<file path="src/rtl/brlite_svc_rx_buffer_pkg.sv">
`default_nettype none
// ============================================================================
//  Module   : brlite_svc_rx_buffer_pkg
//  Purpose  : Shared types for the BrLite service receive buffer and the NI.
//  Revision : 1.0 - initial release
// ============================================================================
package brlite_svc_rx_buffer_pkg;

  // BrLite service packet as seen by the router local port and the NI MMR block
  typedef struct packed {
    logic [7:0]  ksvc;
    logic [15:0] seq_source;
    logic [15:0] producer;
    logic [31:0] payload;
  } brlite_svc_t;

  // Default receive FIFO depth (power of two, >= 2)
  localparam int unsigned BRLITE_SVC_FIFO_DEPTH = 8;

  // Router-side accept handshake: one capture, then one cycle of ack
  typedef enum logic [0:0] {
    HS_IDLE = 1'b0,
    HS_ACK  = 1'b1
  } hs_state_e;

endpackage
`default_nettype wire

</file>
<file path="src/rtl/brlite_svc_rx_buffer_if.sv">
`default_nettype none
// ============================================================================
//  Module   : brlite_svc_rx_buffer_if
//  Purpose  : Router req/ack and NI rx/ack signals of the receive buffer.
//             Signal directions are named from the buffer's point of view.
//  Revision : 1.0 - initial release
// ============================================================================
interface brlite_svc_rx_buffer_if;
  import brlite_svc_rx_buffer_pkg::*;

  logic        br_req_i;
  logic        br_ack_o;
  brlite_svc_t br_data_i;
  logic        br_svc_rx_o;
  brlite_svc_t br_svc_data_o;
  logic        br_svc_ack_i;

  // Buffer side
  modport slave (
    input  br_req_i,
    input  br_data_i,
    input  br_svc_ack_i,
    output br_ack_o,
    output br_svc_rx_o,
    output br_svc_data_o
  );

  // Router + NI side
  modport master (
    output br_req_i,
    output br_data_i,
    output br_svc_ack_i,
    input  br_ack_o,
    input  br_svc_rx_o,
    input  br_svc_data_o
  );

endinterface
`default_nettype wire

</file>
<file path="src/rtl/brlite_svc_rx_buffer_fifo.sv">
`default_nettype none
// ============================================================================
//  Module   : brlite_svc_rx_buffer_fifo
//  Purpose  : Generic synchronous FIFO (storage, pointers, occupancy).
//             Push is ignored when full, pop is ignored when empty.
//             All outputs come straight from registers.
//  Revision : 1.0 - initial release
// ============================================================================
module brlite_svc_rx_buffer_fifo #(
  parameter type         T     = logic [7:0],
  parameter int unsigned DEPTH = 8,
  localparam int unsigned AW   = $clog2(DEPTH),
  localparam int unsigned LW   = AW + 1
) (
  input  logic          clk_i,
  input  logic          rst_ni,
  input  logic          push_i,
  input  T              data_i,
  input  logic          pop_i,
  output T              head_o,
  output logic          full_o,
  output logic          empty_o,
  output logic [LW-1:0] level_o
);

  T              mem_q [DEPTH];
  logic [AW-1:0] wr_ptr_q, wr_ptr_d;
  logic [AW-1:0] rd_ptr_q, rd_ptr_d;
  logic [LW-1:0] level_q, level_d;
  logic          do_push;
  logic          do_pop;

  // Full/empty come from the pre-edge level, so a pop cannot make room for a same-edge push
  assign full_o  = (level_q == LW'(DEPTH));
  assign empty_o = (level_q == '0);
  assign do_push = push_i && !full_o;
  assign do_pop  = pop_i && !empty_o;
  assign head_o  = mem_q[rd_ptr_q];
  assign level_o = level_q;

  // Next pointer/level values; pointers wrap naturally since DEPTH is a power of two
  always_comb begin
    wr_ptr_d = wr_ptr_q;
    rd_ptr_d = rd_ptr_q;
    level_d  = level_q;
    if (do_push) wr_ptr_d = wr_ptr_q + AW'(1);
    if (do_pop)  rd_ptr_d = rd_ptr_q + AW'(1);
    case ({do_push, do_pop})
      2'b10:   level_d = level_q + LW'(1);
      2'b01:   level_d = level_q - LW'(1);
      default: level_d = level_q;
    endcase
  end

  // Storage and pointer registers; reset clears the storage so the head reads zero
  always_ff @(posedge clk_i or negedge rst_ni) begin
    if (!rst_ni) begin
      for (int unsigned i = 0; i < DEPTH; i++) mem_q[i] <= '0;
      wr_ptr_q <= '0;
      rd_ptr_q <= '0;
      level_q  <= '0;
    end else begin
      if (do_push) mem_q[wr_ptr_q] <= data_i;
      wr_ptr_q <= wr_ptr_d;
      rd_ptr_q <= rd_ptr_d;
      level_q  <= level_d;
    end
  end

endmodule
`default_nettype wire

</file>
<file path="src/rtl/brlite_svc_rx_buffer.sv">
`default_nettype none
// ============================================================================
//  Module   : brlite_svc_rx_buffer
//  Purpose  : Receive buffer between the BrLite router local port and the
//             DMNI NI. Captures packets with a req/ack handshake, queues them,
//             and presents the head entry to the NI, which pops with an ack.
//  Revision : 1.0 - initial release
// ============================================================================
module brlite_svc_rx_buffer
  import brlite_svc_rx_buffer_pkg::*;
#(
  parameter int unsigned DEPTH = BRLITE_SVC_FIFO_DEPTH
) (
  input  logic                     clk_i,
  input  logic                     rst_ni,
  brlite_svc_rx_buffer_if.slave    bus_if,
  output logic [$clog2(DEPTH):0]   level_o,
  output logic                     full_o
);

  hs_state_e state_q;
  logic      ack_q;
  logic      capture;
  logic      fifo_full;
  logic      fifo_empty;

  // A held request is captured only from IDLE, i.e. never in the ack cycle,
  // so a router that keeps req high across ack is not written twice
  assign capture = (state_q == HS_IDLE) && bus_if.br_req_i && !fifo_full;

  // Handshake FSM: IDLE -> ACK (one-cycle registered ack pulse) -> IDLE
  always_ff @(posedge clk_i or negedge rst_ni) begin
    if (!rst_ni) begin
      state_q <= HS_IDLE;
      ack_q   <= 1'b0;
    end else begin
      case (state_q)
        HS_IDLE: begin
          if (capture) begin
            state_q <= HS_ACK;
            ack_q   <= 1'b1;
          end
        end
        HS_ACK: begin
          state_q <= HS_IDLE;
          ack_q   <= 1'b0;
        end
        default: begin
          state_q <= HS_IDLE;
          ack_q   <= 1'b0;
        end
      endcase
    end
  end

  brlite_svc_rx_buffer_fifo #(
    .T     (brlite_svc_t),
    .DEPTH (DEPTH)
  ) u_fifo (
    .clk_i   (clk_i),
    .rst_ni  (rst_ni),
    .push_i  (capture),
    .data_i  (bus_if.br_data_i),
    .pop_i   (bus_if.br_svc_ack_i),
    .head_o  (bus_if.br_svc_data_o),
    .full_o  (fifo_full),
    .empty_o (fifo_empty),
    .level_o (level_o)
  );

  assign bus_if.br_ack_o    = ack_q;
  assign bus_if.br_svc_rx_o = !fifo_empty;
  assign full_o             = fifo_full;

endmodule
`default_nettype wire

</file>
<file path="src/flat_wrapper.sv">
// flat-port wrapper written by rule: the top's interface ports become plain ports
module brlite_svc_rx_buffer_flat import brlite_svc_rx_buffer_pkg::*;
#(
  parameter int unsigned DEPTH = BRLITE_SVC_FIFO_DEPTH
)
  (clk_i, rst_ni, level_o, full_o, bus_if_br_req_i, bus_if_br_data_i, bus_if_br_svc_ack_i, bus_if_br_ack_o, bus_if_br_svc_rx_o, bus_if_br_svc_data_o);
  brlite_svc_rx_buffer_if bus_if_i ();
  input  logic clk_i;
  input  logic rst_ni;
  output logic [$clog2(DEPTH):0] level_o;
  output logic full_o;
  input wire logic [$bits(bus_if_i.br_req_i)-1:0] bus_if_br_req_i;
  input wire logic [$bits(bus_if_i.br_data_i)-1:0] bus_if_br_data_i;
  input wire logic [$bits(bus_if_i.br_svc_ack_i)-1:0] bus_if_br_svc_ack_i;
  output wire logic [$bits(bus_if_i.br_ack_o)-1:0] bus_if_br_ack_o;
  output wire logic [$bits(bus_if_i.br_svc_rx_o)-1:0] bus_if_br_svc_rx_o;
  output wire logic [$bits(bus_if_i.br_svc_data_o)-1:0] bus_if_br_svc_data_o;
  assign bus_if_i.br_req_i = bus_if_br_req_i;
  assign bus_if_i.br_data_i = bus_if_br_data_i;
  assign bus_if_i.br_svc_ack_i = bus_if_br_svc_ack_i;
  assign bus_if_br_ack_o = bus_if_i.br_ack_o;
  assign bus_if_br_svc_rx_o = bus_if_i.br_svc_rx_o;
  assign bus_if_br_svc_data_o = bus_if_i.br_svc_data_o;
  brlite_svc_rx_buffer #(.DEPTH(DEPTH)) u_core (.clk_i(clk_i), .rst_ni(rst_ni), .bus_if(bus_if_i), .level_o(level_o), .full_o(full_o));
endmodule
</file>
<file path="config.mk">
export PLATFORM = sky130hd
export DESIGN_NAME = brlite_svc_rx_buffer_flat
export DESIGN_NICKNAME = d
export VERILOG_FILES = /design/src/rtl/brlite_svc_rx_buffer_pkg.sv /design/src/rtl/brlite_svc_rx_buffer_if.sv /design/src/rtl/brlite_svc_rx_buffer_fifo.sv /design/src/rtl/brlite_svc_rx_buffer.sv /design/src/flat_wrapper.sv
export SDC_FILE = /design/constraint.sdc
export NUM_CORES = 1
export LEC_CHECK = 0
export BUFFER_PORTS_ARGS = -buffer_cell sky130_fd_sc_hd__buf_2
export CORE_MARGIN = 1.5
export CORE_UTILIZATION = 35
export DETAILED_ROUTE_END_ITERATION = 8
export PLACE_DENSITY_LB_ADDON = 0.25
export SETUP_SLACK_MARGIN = 0.05
export SLEW_MARGIN = 25
export SYNTH_ARGS = -nofsm -noshare
export SYNTH_HDL_FRONTEND = slang
export SYNTH_SLANG_ARGS = --single-unit
</file>
<file path="constraint.sdc">
create_clock -name clk_i -period 3.68 [get_ports clk_i]
set_input_delay 0.736 -clock clk_i [delete_from_list [all_inputs] [get_ports clk_i]]
set_output_delay 0.736 -clock clk_i [all_outputs]
set_load 0.02 [all_outputs]
</file>
==> flow_summary_export.csv <==
group,metric,value,unit
cells_and_area,drive_above_1_share,0.621,
place,hpwl,36.4,mm
synthesis,synth_top_cells_by_area,"dfrtp_1 54%, mux2_2 17%, mux4_2 12%",
detailed_routing,routedWlPerCell,23.2,um
timing,fin_tns_setup,0,ps
setup_path,critPathKind,"register to output pin",
setup_path,end_kind,"output pin",
timing,finalHoldViolations,0,
synthesis,syn_inst,1540,
cells_and_area,fillers,7024,
cells_and_area,area_delta_synth_final,14.7,%
synthesis,yosysSeqAreaShare,0.537,
timing,slew_headroom,0.275,
cells_and_area,final_cell_mix,"585 x dfrtp_1, 419 x mux2_2, 210 x mux2_4",
timing,fin_crit_sh,0.923,
timing,worst_slack,284,ps
floorplanning,die_area,80000,um2
detailed_routing,drc,0,
clock_network,cts.clk_slew.worst_paths,60,ps
detailed_routing,drtIter0Drc,607,
clock_network,cts_resized,0,
global_routing,grt_max_degree,98,
place,routabilityCongestion,0.704,
clock_network,clockBufferDepth,3,
detailed_routing,wl,64.9,mm
synthesis,yosysWarnings,0,
cells_and_area,fin_cells,2797,
power_and_ir_drop,p_leak,13.6,nW
synthesis,synth_nets,1621,
timing,layout_min_cycle_time,3400,ps
cells_and_area,multi_input_area,11800,um2
setup_path,startpoint_type,"register",
setup_path,critPathMaxFanout,16,
global_routing,grt_pass1_vias,16100,
floorplanning,top_level_ports,155,
clock_network,root_buffer,"clkbuf_16",
worst_hold_path,hp-class,"input pin to asynchronous set/reset pin",
global_routing,antenna_found_initial,8,
clock_network,htree_levels,3,
synthesis,yosysUniqueCellTypes,42,
place,place_ws,710,ps
cells_and_area,nNetsFinal,1788,
synthesis,synth_area_leader_cell,"dfrtp_1",
clock_network,hold_buffers,0,
timing,skew,20.5,ps
setup_path,crit_arrival,2660,ps
clock_network,clk_latency,620,ps
detailed_routing,vias,14300,
place,place_area,29200,um2
synthesis,syn-mean-instance-area,17.8,um2
floorplanning,chipHeight,283,um
run,max_cap_viol_count,0,
synthesis,ys_seq_elements,588,
global_routing,grt_pass1_wl,101,mm
run_status,outcome,"finished clean",
detailed_routing,vias_per_cell,5.10,
timing,max_freq,294,MHz
floorplanning,row_count,102,
clock_network,cts_buffers,70,
cells_and_area,mostFrequentLayoutCell,"dfrtp_1",
timing,finalSetupViolations,0,
detailed_routing,ant_nets,0,
global_routing,overflow,0,
place,dp.cells,2675,
synthesis,synth_top_area_frac,0.537,
clock_network,postCtsSetupBuffers,0,
cells_and_area,postLayoutCellArea,31400,um2
floorplanning,initial_core_util,0.354,
setup_path,required,2940,ps
clock_network,clock_sinks,588,
detailed_routing,drtPass1Iterations,5,
place,io_buffers,154,
synthesis,synth_area,27400,um2
power_and_ir_drop,ir_worst_vdd,0.546,mV
floorplanning,core-area,77500,um2
cells_and_area,seqCellArea,14700,um2
global_routing,grtUsageTotal,0.167,
timing,slew_violations,0,
clock_network,cts_tree,"done",
floorplanning,die_x,283,um
power_and_ir_drop,power-per-cell-area,995,nW/um2
timing,tightest_slew,1090,ps
timing,rsz0062_at_grt,"false",
cells by family after synthesis:
group                    count (synthesis)  synth area share
multiplexers                           796             0.415
flip-flops                             588             0.537
buffers and inverters                  112            0.0336
AND/OR/NAND/NOR                         25           0.00831
AO/OA/AOI/OAI                            7           0.00187
XOR/XNOR                                 7           0.00224
adder cells (fa/ha/maj)                  5           0.00228
routing by layer:
layer,wire length [um],GRT usage,vias up
met5,82,0,-
met4,1570,0.0547,12
met3,2810,0.0333,114
met2,30900,0.267,240
met1,29600,0.228,7776
li1,-,-,6129
path summary, 6_finish.rpt:
check | slack, ps | cells past startpoint | start | endpoint
setup / recovery | 280 | 4 | u_core.u_fifo.rd_ptr_q[0] | bus_if_br_svc_data_o[4]
hold / removal | 90 | 1 | rst_ni | u_core.u_fifo.mem_q[355]
setup reg to reg | 710 | 7 | u_core.u_fifo.level_o[1] | u_core.u_fifo.level_o[3]
hold reg to reg | 480 | 1 | u_core.u_fifo.mem_q[24] | u_core.u_fifo.mem_q[24]
max in group asynchronous | 2450 | 3 | rst_ni | u_core.u_fifo.mem_q[452]
min in group clk_i | 410 | 3 | bus_if_br_svc_ack_i | u_core.u_fifo.rd_ptr_q[2]
flip-flops by register name (all words and copies together), names as in the netlist:
signal	count
u_core.u_fifo.level_o	4
u_core.state_q	1
u_core.bus_if.br_ack_o	1
u_core.u_fifo.mem_q	576
u_core.u_fifo.wr_ptr_q	3
u_core.u_fifo.rd_ptr_q	3
stage by stage:
step / power, W / hold slack [ps] / util
4_1_cts: 0.0318 / 80.8 / 0.406
3_5_place_dp: 0.0249 / 475 / 0.377
2_1_floorplan: 0.0213 / 440 / -
3_3_place_gp: 0.0245 / 462 / 0.377
5_1_grt: 0.0331 / 114 / 0.406
6_report: 0.0313 / 87.4 / 0.406
final cells by class:
type	instances	share of cell area
Clock buffer	98	0.0626
Multi-Input combinational cell	840	0.375
Sequential cell	588	0.468
Antenna cell	3	0.000239
Clock inverter	21	0.00697
Inverter	6	0.00111
Timing Repair Buffer	201	0.0440
Tap cell	1040	0.0414
power by group:
part	internal, W	switching (W)
Sequential	0.00970	0.00178
Combinational	0.00762	0.00555
Clock	0.00388	0.00275
Total	0.0212	0.0101
cells in the mapped netlist (all sizes together):
library cell	number
inv	6
nor2b	2
mux2i	1
nand2	2
a21o	1
nand3b	2
xnor2	6
o41ai	1
o221ai	1
o21a	1
clkbuf	28
nand3	3
mux4	144
xor2	1
and2	1
or4	2
or3b	1
nor2	2
nor4b	2
mux2	651
nor3b	2
a2111oi	1
nand4b	2
dfrtp	588
nor3	1
ha	5
o21ai	1
buf	78
a21oi	1
nor4	1
or4b	2
critical path, cell delays in order, from the launching register on:
cell,delay (ps)
dfrtp_4,630
buf_4,400
mux4_2,550
mux2_2,300
buf_2,170
Note: power is estimated with default switching activity, not from simulation.
